[src/rtl/harmonic_pkg.sv]
// Shared types and width derivations for the harmonic phase engine and its phase RAM.
package harmonic_pkg;

    localparam int PHASE_W_DEFAULT   = 16;
    localparam int FREQ_W_DEFAULT    = 16;
    localparam int HARMONICS_DEFAULT = 256;

    typedef enum logic [1:0] {
        IDLE,
        READ,
        CALC,
        OUT
    } state_t;

    // Room for (HARMONICS) x (max frequency) so the running increment never wraps.
    function automatic int acc_width(input int freq_w, input int harm_w);
        return freq_w + harm_w + 1;
    endfunction

    function automatic longint nyquist_default(input int phase_w);
        return longint'(1) << (phase_w - 1);
    endfunction

endpackage

[src/rtl/phase_ram.sv]
// Single-port phase store with a one-cycle registered read; contents survive reset.
module phase_ram
    import harmonic_pkg::*;
#(
    parameter int  DEPTH  = HARMONICS_DEFAULT,
    parameter int  WIDTH  = PHASE_W_DEFAULT,
    localparam int ADDR_W = $clog2(DEPTH)
) (
    input  logic              clock,
    input  logic              write_enable,
    input  logic [ADDR_W-1:0] address,
    input  logic [WIDTH-1:0]  write_data,
    output logic [WIDTH-1:0]  read_data
);

    logic [WIDTH-1:0] mem [DEPTH];

    always_ff @(posedge clock) begin
        if (write_enable) begin
            mem[address] <= write_data;
        end
        read_data <= mem[address];
    end

endmodule

[src/rtl/harmonic_phase_engine.sv]
// Per-harmonic phase accumulator: each sample tick sweeps harmonics 0..count-1,
// advancing every stored phase by (n+1)*frequency and handing it to the sine-LUT stage.
module harmonic_phase_engine
    import harmonic_pkg::*;
#(
    parameter int     PHASE_W   = PHASE_W_DEFAULT,
    parameter int     FREQ_W    = FREQ_W_DEFAULT,
    parameter int     HARMONICS = HARMONICS_DEFAULT,
    parameter longint NYQUIST   = nyquist_default(PHASE_W),
    localparam int    HARM_W    = $clog2(HARMONICS)
) (
    input  logic               clock,
    input  logic               reset,
    input  logic [FREQ_W-1:0]  frequency,
    input  logic [HARM_W:0]    harmonic_count,
    input  logic               sample_tick,
    input  logic               sync,
    output logic               out_valid,
    input  logic               out_ready,
    output logic [HARM_W-1:0]  out_harmonic,
    output logic [PHASE_W-1:0] out_phase,
    output logic               out_mute,
    output logic               out_last,
    output logic               busy,
    output logic               overrun
);

    localparam int               ACC_W   = acc_width(FREQ_W, HARM_W);
    localparam logic [ACC_W-1:0] NYQ_ACC = ACC_W'(NYQUIST);

    state_t             state_reg;
    logic [FREQ_W-1:0]  freq_reg;
    logic [HARM_W:0]    count_reg;
    logic [ACC_W-1:0]   inc_reg;
    logic [HARM_W-1:0]  idx_reg;
    logic               zero_reg;
    logic               sync_pending_reg;
    logic [PHASE_W-1:0] rd_data;
    logic [PHASE_W-1:0] phase_next;
    logic               last_next;
    logic               start;

    assign start      = sample_tick && (state_reg == IDLE) && (harmonic_count != '0);
    assign phase_next = zero_reg ? '0 : rd_data + PHASE_W'(inc_reg);
    assign last_next  = ({1'b0, idx_reg} == count_reg - (HARM_W + 1)'(1));
    assign busy       = (state_reg != IDLE);

    phase_ram #(
        .DEPTH (HARMONICS),
        .WIDTH (PHASE_W)
    ) u_phase_ram (
        .clock        (clock),
        .write_enable (state_reg == CALC),
        .address      (idx_reg),
        .write_data   (phase_next),
        .read_data    (rd_data)
    );

    always_ff @(posedge clock) begin
        if (!reset) begin
            state_reg        <= IDLE;
            freq_reg         <= '0;
            count_reg        <= '0;
            inc_reg          <= '0;
            idx_reg          <= '0;
            zero_reg         <= 1'b0;
            sync_pending_reg <= 1'b1;  // RAM is not cleared, so the first sweep zeros it
            out_valid        <= 1'b0;
            out_harmonic     <= '0;
            out_phase        <= '0;
            out_mute         <= 1'b0;
            out_last         <= 1'b0;
            overrun          <= 1'b0;
        end else begin
            if (sample_tick && state_reg != IDLE) begin
                overrun <= 1'b1;
            end

            // A sync coinciding with the starting tick belongs to that sweep.
            if (start) begin
                zero_reg         <= sync_pending_reg | sync;
                sync_pending_reg <= 1'b0;
            end else if (sync) begin
                sync_pending_reg <= 1'b1;
            end

            case (state_reg)
                IDLE: begin
                    if (start) begin
                        freq_reg  <= frequency;
                        count_reg <= harmonic_count;
                        inc_reg   <= ACC_W'(frequency);
                        idx_reg   <= '0;
                        state_reg <= READ;
                    end
                end
                READ: state_reg <= CALC;
                CALC: begin
                    out_phase    <= phase_next;
                    out_harmonic <= idx_reg;
                    out_mute     <= (inc_reg >= NYQ_ACC);
                    out_last     <= last_next;
                    out_valid    <= 1'b1;
                    state_reg    <= OUT;
                end
                OUT: begin
                    if (out_ready) begin
                        out_valid <= 1'b0;
                        if (out_last) begin
                            state_reg <= IDLE;
                        end else begin
                            idx_reg   <= idx_reg + HARM_W'(1);
                            inc_reg   <= inc_reg + ACC_W'(freq_reg);
                            state_reg <= READ;
                        end
                    end
                end
                default: state_reg <= IDLE;
            endcase
        end
    end

endmodule

[config.mk]
export PLATFORM = sky130hd
export DESIGN_NAME = harmonic_phase_engine
export DESIGN_NICKNAME = d
export VERILOG_FILES = /design/src/rtl/harmonic_pkg.sv /design/src/rtl/phase_ram.sv /design/src/rtl/harmonic_phase_engine.sv
export SDC_FILE = /design/constraint.sdc
export NUM_CORES = 2
export LEC_CHECK = 0
export ABC_CLOCK_PERIOD_IN_PS = 18600
export CORE_MARGIN = 2
export CORE_UTILIZATION = 40
export DETAILED_ROUTE_END_ITERATION = 16
export SKIP_CTS_REPAIR_TIMING = 1
export SLEW_MARGIN = 20
export SYNTH_ARGS = -nofsm -noshare
export SYNTH_HDL_FRONTEND = slang
export SYNTH_SLANG_ARGS = --single-unit
[constraint.sdc]
create_clock -name clock -period 18.6 [get_ports clock]
set_input_delay 3.72 -clock clock [delete_from_list [all_inputs] [get_ports clock]]
set_output_delay 3.72 -clock clock [all_outputs]
set_load 0.1 [all_outputs]
# Word level (Yosys, flattened, before mapping)

Memory sizes are Yosys's and may differ from the RTL's. A register that Yosys moved wholly into a read port is not among the register bits.
Cells that the tools add are included.
Widths: inputs -> output; s select.

Latch bits: 0
Bits in read-only memories: 0
Memories: 1
Bits of input ports: 30
Flip-flop bits (word level): 90
Output and inout port bits: 29
RAM bits: 4096

Memories:

| memory          | depth | bits a word | rd ports | clocked after Yosys merged registers in | write ports | line            | text |
|---|---|---|---|---|---|---|---|
| u_phase_ram.mem | 256   | 16          | 1        | 1                                       | 1           | phase_ram.sv:16 | `logic [WIDTH-1:0] mem [DEPTH];` |

Eq/ne operators: 7
Bitwise gates (word level): 1
Order comparisons: 1
Shift-type cells: 0
Reduce and logical (&&, ||, !) cells: 13
Add/sub/neg operators: 4
Div/mod/pow operators: 0
Multiplexer cells: 19
Multiply operators: 0

Operators with widths:

| kind                 | count |
|---|---|
| $mux 25              | 3 |
| $pmux 25 s2          | 1 |
| $add 25x16->25       | 1 |
| $ge 25x16->1 const B | 1 |
| $mux 8               | 3 |
| $add 16x16->16       | 1 |
| $mux 16              | 1 |
| $pmux 8 s2           | 1 |
| $eq 8x9->1           | 1 |
| $reduce_bool 9->1    | 1 |
| $sub 9x1->9 const B  | 1 |
| $add 8x1->8 const B  | 1 |
| $pmux 2 s4           | 1 |
| $reduce_bool 2->1    | 4 |
| $mux 1               | 6 |
| $ne 2x2->1 const B   | 3 |
| $reduce_and 2->1     | 3 |
| $eq 2x2->1 const B   | 2 |
| $mux 2               | 2 |
| $reduce_and 4->1     | 1 |
| $logic_and 1x1->1    | 3 |
| $eq 2x1->1 const B   | 1 |
| $logic_not 2->1      | 1 |
| $pmux 1 s2           | 1 |
| $or 1x1->1           | 1 |

# Logic depth before layout (Yosys ltp)

Depth after elaboration: 5
Gate-level depth with buffers: 12
Gate-level depth less buffers: 10

# By module

A second synthesis with hierarchy kept.

Cells, all modules: 7413
Area, all modules: 160849.3 µm²

By module, submodules not included:

| module                | seq. area each (µm²) | area an instance (µm²) | instances | cells an instance |
|---|---|---|---|---|
| phase_ram             | 123318.3             | 155399.0               | 1         | 6727 |
| harmonic_phase_engine | 1801.7               | 5450.2                 | 1         | 686 |

# Worst setup path after synthesis

No wires, ideal clock.

Path kind: register to register
From: register inc_reg[0]
To: memory u_phase_ram.mem[0][10] (netlist bit) (data pin)
Data required time: 16.491 ns
Arrival time: 11.372 ns
Slack: 5.118 ns
Stages on the path, launching flop included: 8
Period minus slack after synthesis: 13.482 ns
Cells stage by stage: dfxtp_1 > ha_1 > fa_1 > a211oi_1 > nor2_1 > a311o_1 > and3_1 > nor3_1

Cells in the longest elaborated chain, start to end: 2

Ends and longest elaborated chain:

| what                     | line                         | text |
|---|---|---|
| start: declaration       | harmonic_phase_engine.sv:34  | `logic [ACC_W-1:0] inc_reg;` |
| start signal: assignment | harmonic_phase_engine.sv:92  | `inc_reg <= ACC_W'(frequency);` |
| start signal: assignment | harmonic_phase_engine.sv:113 | `inc_reg <= inc_reg + ACC_W'(freq_reg);` |
| $add 16x16->16           | harmonic_phase_engine.sv:44  | `assign phase_next = zero_reg ? '0 : rd_data + PHASE_W'(inc_reg);` |
| $mux 16                  | harmonic_phase_engine.sv:44  |  |
| net phase_next[10]       | harmonic_phase_engine.sv:39  | `logic [PHASE_W-1:0] phase_next;` |
| end: declaration         | phase_ram.sv:16              |  |

The timed path passes the listed nets, and every way through them passes these cells.

# Worst setup path in the final report

From: register state_reg[0]
To: output port busy

Cells in the longest elaborated chain, start to end: 1

Ends and longest elaborated chain:

| what                     | line                        | text |
|---|---|---|
| start: declaration       | harmonic_phase_engine.sv:31 | `state_t state_reg;` |
| start signal: assignment | harmonic_phase_engine.sv:61 | `state_reg <= IDLE;` |
| start signal: assignment | harmonic_phase_engine.sv:94 | `state_reg <= READ;` |
| start signal: assignment | harmonic_phase_engine.sv:97 | `READ: state_reg <= CALC;` |
| $reduce_bool 2->1        | harmonic_phase_engine.sv:46 | `assign busy = (state_reg != IDLE);` |
| end: declaration         | harmonic_phase_engine.sv:24 | `output logic busy,` |

Every way passes these cells.

==> results.md <==
- Clock root buffer: clkbuf_16
- Internal power component: 18.3 mW
- Average cell area after synthesis: roughly 23 um2
- CP Launch Type: flip-flop
- Post-Synthesis Cell Area: about 0.16 mm2
- Setup_tns: 0 ns
- Net Switching: roughly 6.7 mW
- EDFF count, synth: just over 4k
- Worst setup path end: busy
- Endpoints failing setup: 0
- Most frequent CP cell: inv_1
- Yosys cell types: 65
- DR WL/cell: about 33 um
- Worst-Margin Slew: 1.19 ns
- Die Y: between 600 and 700 um
- Placeable Area: just over 0.4 mm2
- Delay-heaviest family, CP: buffers and inverters
- TritonCTS clock tree: done
- LEAKAGE: between 50 and 60 nW
- Worst vdd ir: 0.165 mV
- Status: finished clean
- Worst r2r src: idx_reg[0]$_SDFFE_PN0P_
- WP data required: between 10 and 15 ns
- Fillers: 32.9k
- Tmin final: 6.79 ns
- Post-synth top flop: edfxtp_1
- RSZ-0062 raised after global routing: false
- Crit path from: state_reg[0]$_SDFFE_PN0P_
- CP Max Fanout: 6
- Max Cap Viol: 0
- Syn. warnings: 0
- Final GP Congestion: approximately 0.85
- IO Pins: 59
- Die area: roughly 0.4 mm2
- Max-slew violations: 0
- Comb pwr share: between 10% and 20%
- Combined buffer and inverter count along the critical path: 3
- TritonCTS Buffers: about 420
- Mapped Nets: a little over 7k
- Row count: about 230
- Flop2flop setup slack: 12.02 ns
- Vias: between 70k and 80k
- Total stage count of the critical path: 4
- DRT antenna net count: 0
- CTS clk-pin slew, worst paths: roughly 0.06 ns
- FMAX: 0.147 GHz
- CTS sink cnt: about 4.2k
- Worst-skew pair later-pin latency: between 1 and 1.5 ns
- Finished Core Util: 46.0%
- Type of the worst min-delay path: reg -> reg
- Initial drt markers: roughly 11k
- Antenna violations before repair: 21
- Commonest non-fill, non-tap cells in the layout: edfxtp_1, mux4_2, clkbuf_16
- Critical path type: reg -> out
- Clk_skew: approximately 0.12 ns
- Routed vias/inst: a little under 6
- GRT Total Usage: 21.0%
- NumNets Final: around 7.6k
- Seq pwr share: 51.9%
- First-pass GRT wire length: between 600000 and 700000 um
- DRC Markers: 0
- Post-DP HPWL: about 250000 um
- PD cells: between 100 and 150 mW/mm2
- Layout cells sized above 1: 32.2%
- Vias in the first global route: 77.9k
- Max FFs per register: just over 4k
- Area grow syn2layout: 14.4%
- Fraction of power spent switching nets: between 20% and 30%
- Clk buf depth: 4
- Max_slew headroom: 18.5%
- Synth Instances: about 7.0k
- Hold Vio Cnt, Final: 0
- FF-to-FF path depth: 10
- Final worst-path cycle share: between 30% and 40%
- Critical path endpoint category: output pin
- FF-to-FF End: u_phase_ram.read_data[5]$_DFF_P_
- CP cell instances: inv_1 -> ha_1 -> inv_1 -> clkdlybuf4s50_1
- Clock power share: about a third
- Buffers on Ports: 58
- Post-route cell area: ~0.19 mm2
- Final WL: roughly 440000 um
- Slowest cell on crit path: clkdlybuf4s50_1
- Share of the yosys chip area belonging to registers: a little under 80%
- Most common cell after layout, fill and taps aside: edfxtp_1
- Max H-tree Level: 5
- Largest net degree at the start of global routing: approximately 230
- Placement-stage cell area: approximately 0.17 mm2
- CP arrival: between 3 and 4 ns
- PnR Total Power: about 25 mW
- Initial Util: between 40% and 50%
- Share of flip-flops with an asynchronous set or reset: 0%
- Grt ovf: 0
- Slowest stage delay, CP: between 1 and 1.5 ns
- First-pass iteration count of the detailed router: 6
- Seq cells post-synth: 4202
- Die Width: 641 um
synth_stat cells (all sizes together), types with 9 or more instances:
cell	number	share of area, %
nand4	18	0.069
nor3	30	0.092
nand2	127	0.29
dfxtp	106	1.3
nor2b	42	0.16
or3	9	0.035
clkbuf	185	0.43
mux2i	66	0.41
o22ai	18	0.069
buf	200	0.79
xnor2	23	0.12
a22oi	41	0.19
a31oi	16	0.062
mux4	1269	18
nand2b	16	0.062
and2	21	0.081
ha	39	0.30
edfxtp	4096	76
a211oi	21	0.097
o21ai	34	0.10
a22o	15	0.081
a21oi	76	0.23
nor2	330	0.76
xor2	13	0.070
nand3	45	0.14
inv	20	0.046
a21o	10	0.046
per-layer routing:
metal	GRT usage [%]	share of wire [%]
met1	29.4	40
met2	32.9	47
met3	4.64	9.4
met4	6.76	3.7
met5	0	0.018
per-stage QoR:
stage	hold slack, ns	setup slack, ns	cells
finish	0.464	11.81	13300
detailed placement	0.456	11.90	12500
CTS	0.465	11.76	13200
global placement	0.446	11.43	12500
global route	0.480	11.42	13300
floorplan	0.441	5.12	6994
logic make-up (layout without fill, tap and decap cells):
family          count (synthesis)  count (layout)  share of synthesized area (%)
simple gates                  662             662                           1.80
flops                        4202            4202                           77.1
other cells                     0               8                              0
mux                          1339            1339                           18.0
buf+inv                       405            1261                           1.26
fa+ha+maj                      41              41                          0.325
compound gates                309             309                           1.30
xor+xnor                       36              36                          0.194
worst min-delay path by stage:
stage	slack, ns	startpoint	cells after the start	end
floorplan	0.44	freq_reg[0]$_SDFFE_PN0P_	2	freq_reg[0]$_SDFFE_PN0P_
global placement	0.45	freq_reg[12]$_SDFFE_PN0P_	2	freq_reg[12]$_SDFFE_PN0P_
detailed placement	0.46	freq_reg[4]$_SDFFE_PN0P_	2	freq_reg[4]$_SDFFE_PN0P_
CTS	0.46	freq_reg[4]$_SDFFE_PN0P_	2	freq_reg[4]$_SDFFE_PN0P_
global route	0.48	freq_reg[0]$_SDFFE_PN0P_	2	freq_reg[0]$_SDFFE_PN0P_
finish	0.46	freq_reg[4]$_SDFFE_PN0P_	2	freq_reg[4]$_SDFFE_PN0P_
final cells by class:
cell class	count	area, um2	share of cell area [%]
inverter	20	75.1	0.0404
antenna	8	20.0	0.0108
sequential	4202	125000	67.4
clock buffer	508	11100	5.96
tap	5405	6760	3.64
timing repair buffer	458	3830	2.06
multi-input combinational	2387	35900	19.3
clock inverter	275	2910	1.57
worst reg2reg max path: stages, from the launching register on:
cell	delay, ns
dfxtp_4	0.81
buf_12	0.72
buf_4	0.83
buf_4	0.82
buf_12	0.77
mux4_2	0.64
mux4_2	0.54
nand3_1	0.20
nand3_1	0.25
a2111oi_1	0.69
nand3_1	0.16
power by group through the flow:
stage               Clock (mW)  Combinational [mW]  Sequential, mW
floorplan                    0                1.60            13.9
global placement             0                3.15            13.1
detailed placement           0                3.39            13.1
CTS                       8.70                3.38            12.9
global route              9.06                3.69            12.9
finish                    8.56                3.42            12.9
No activity file was read; power rests on OpenSTA's default activity.
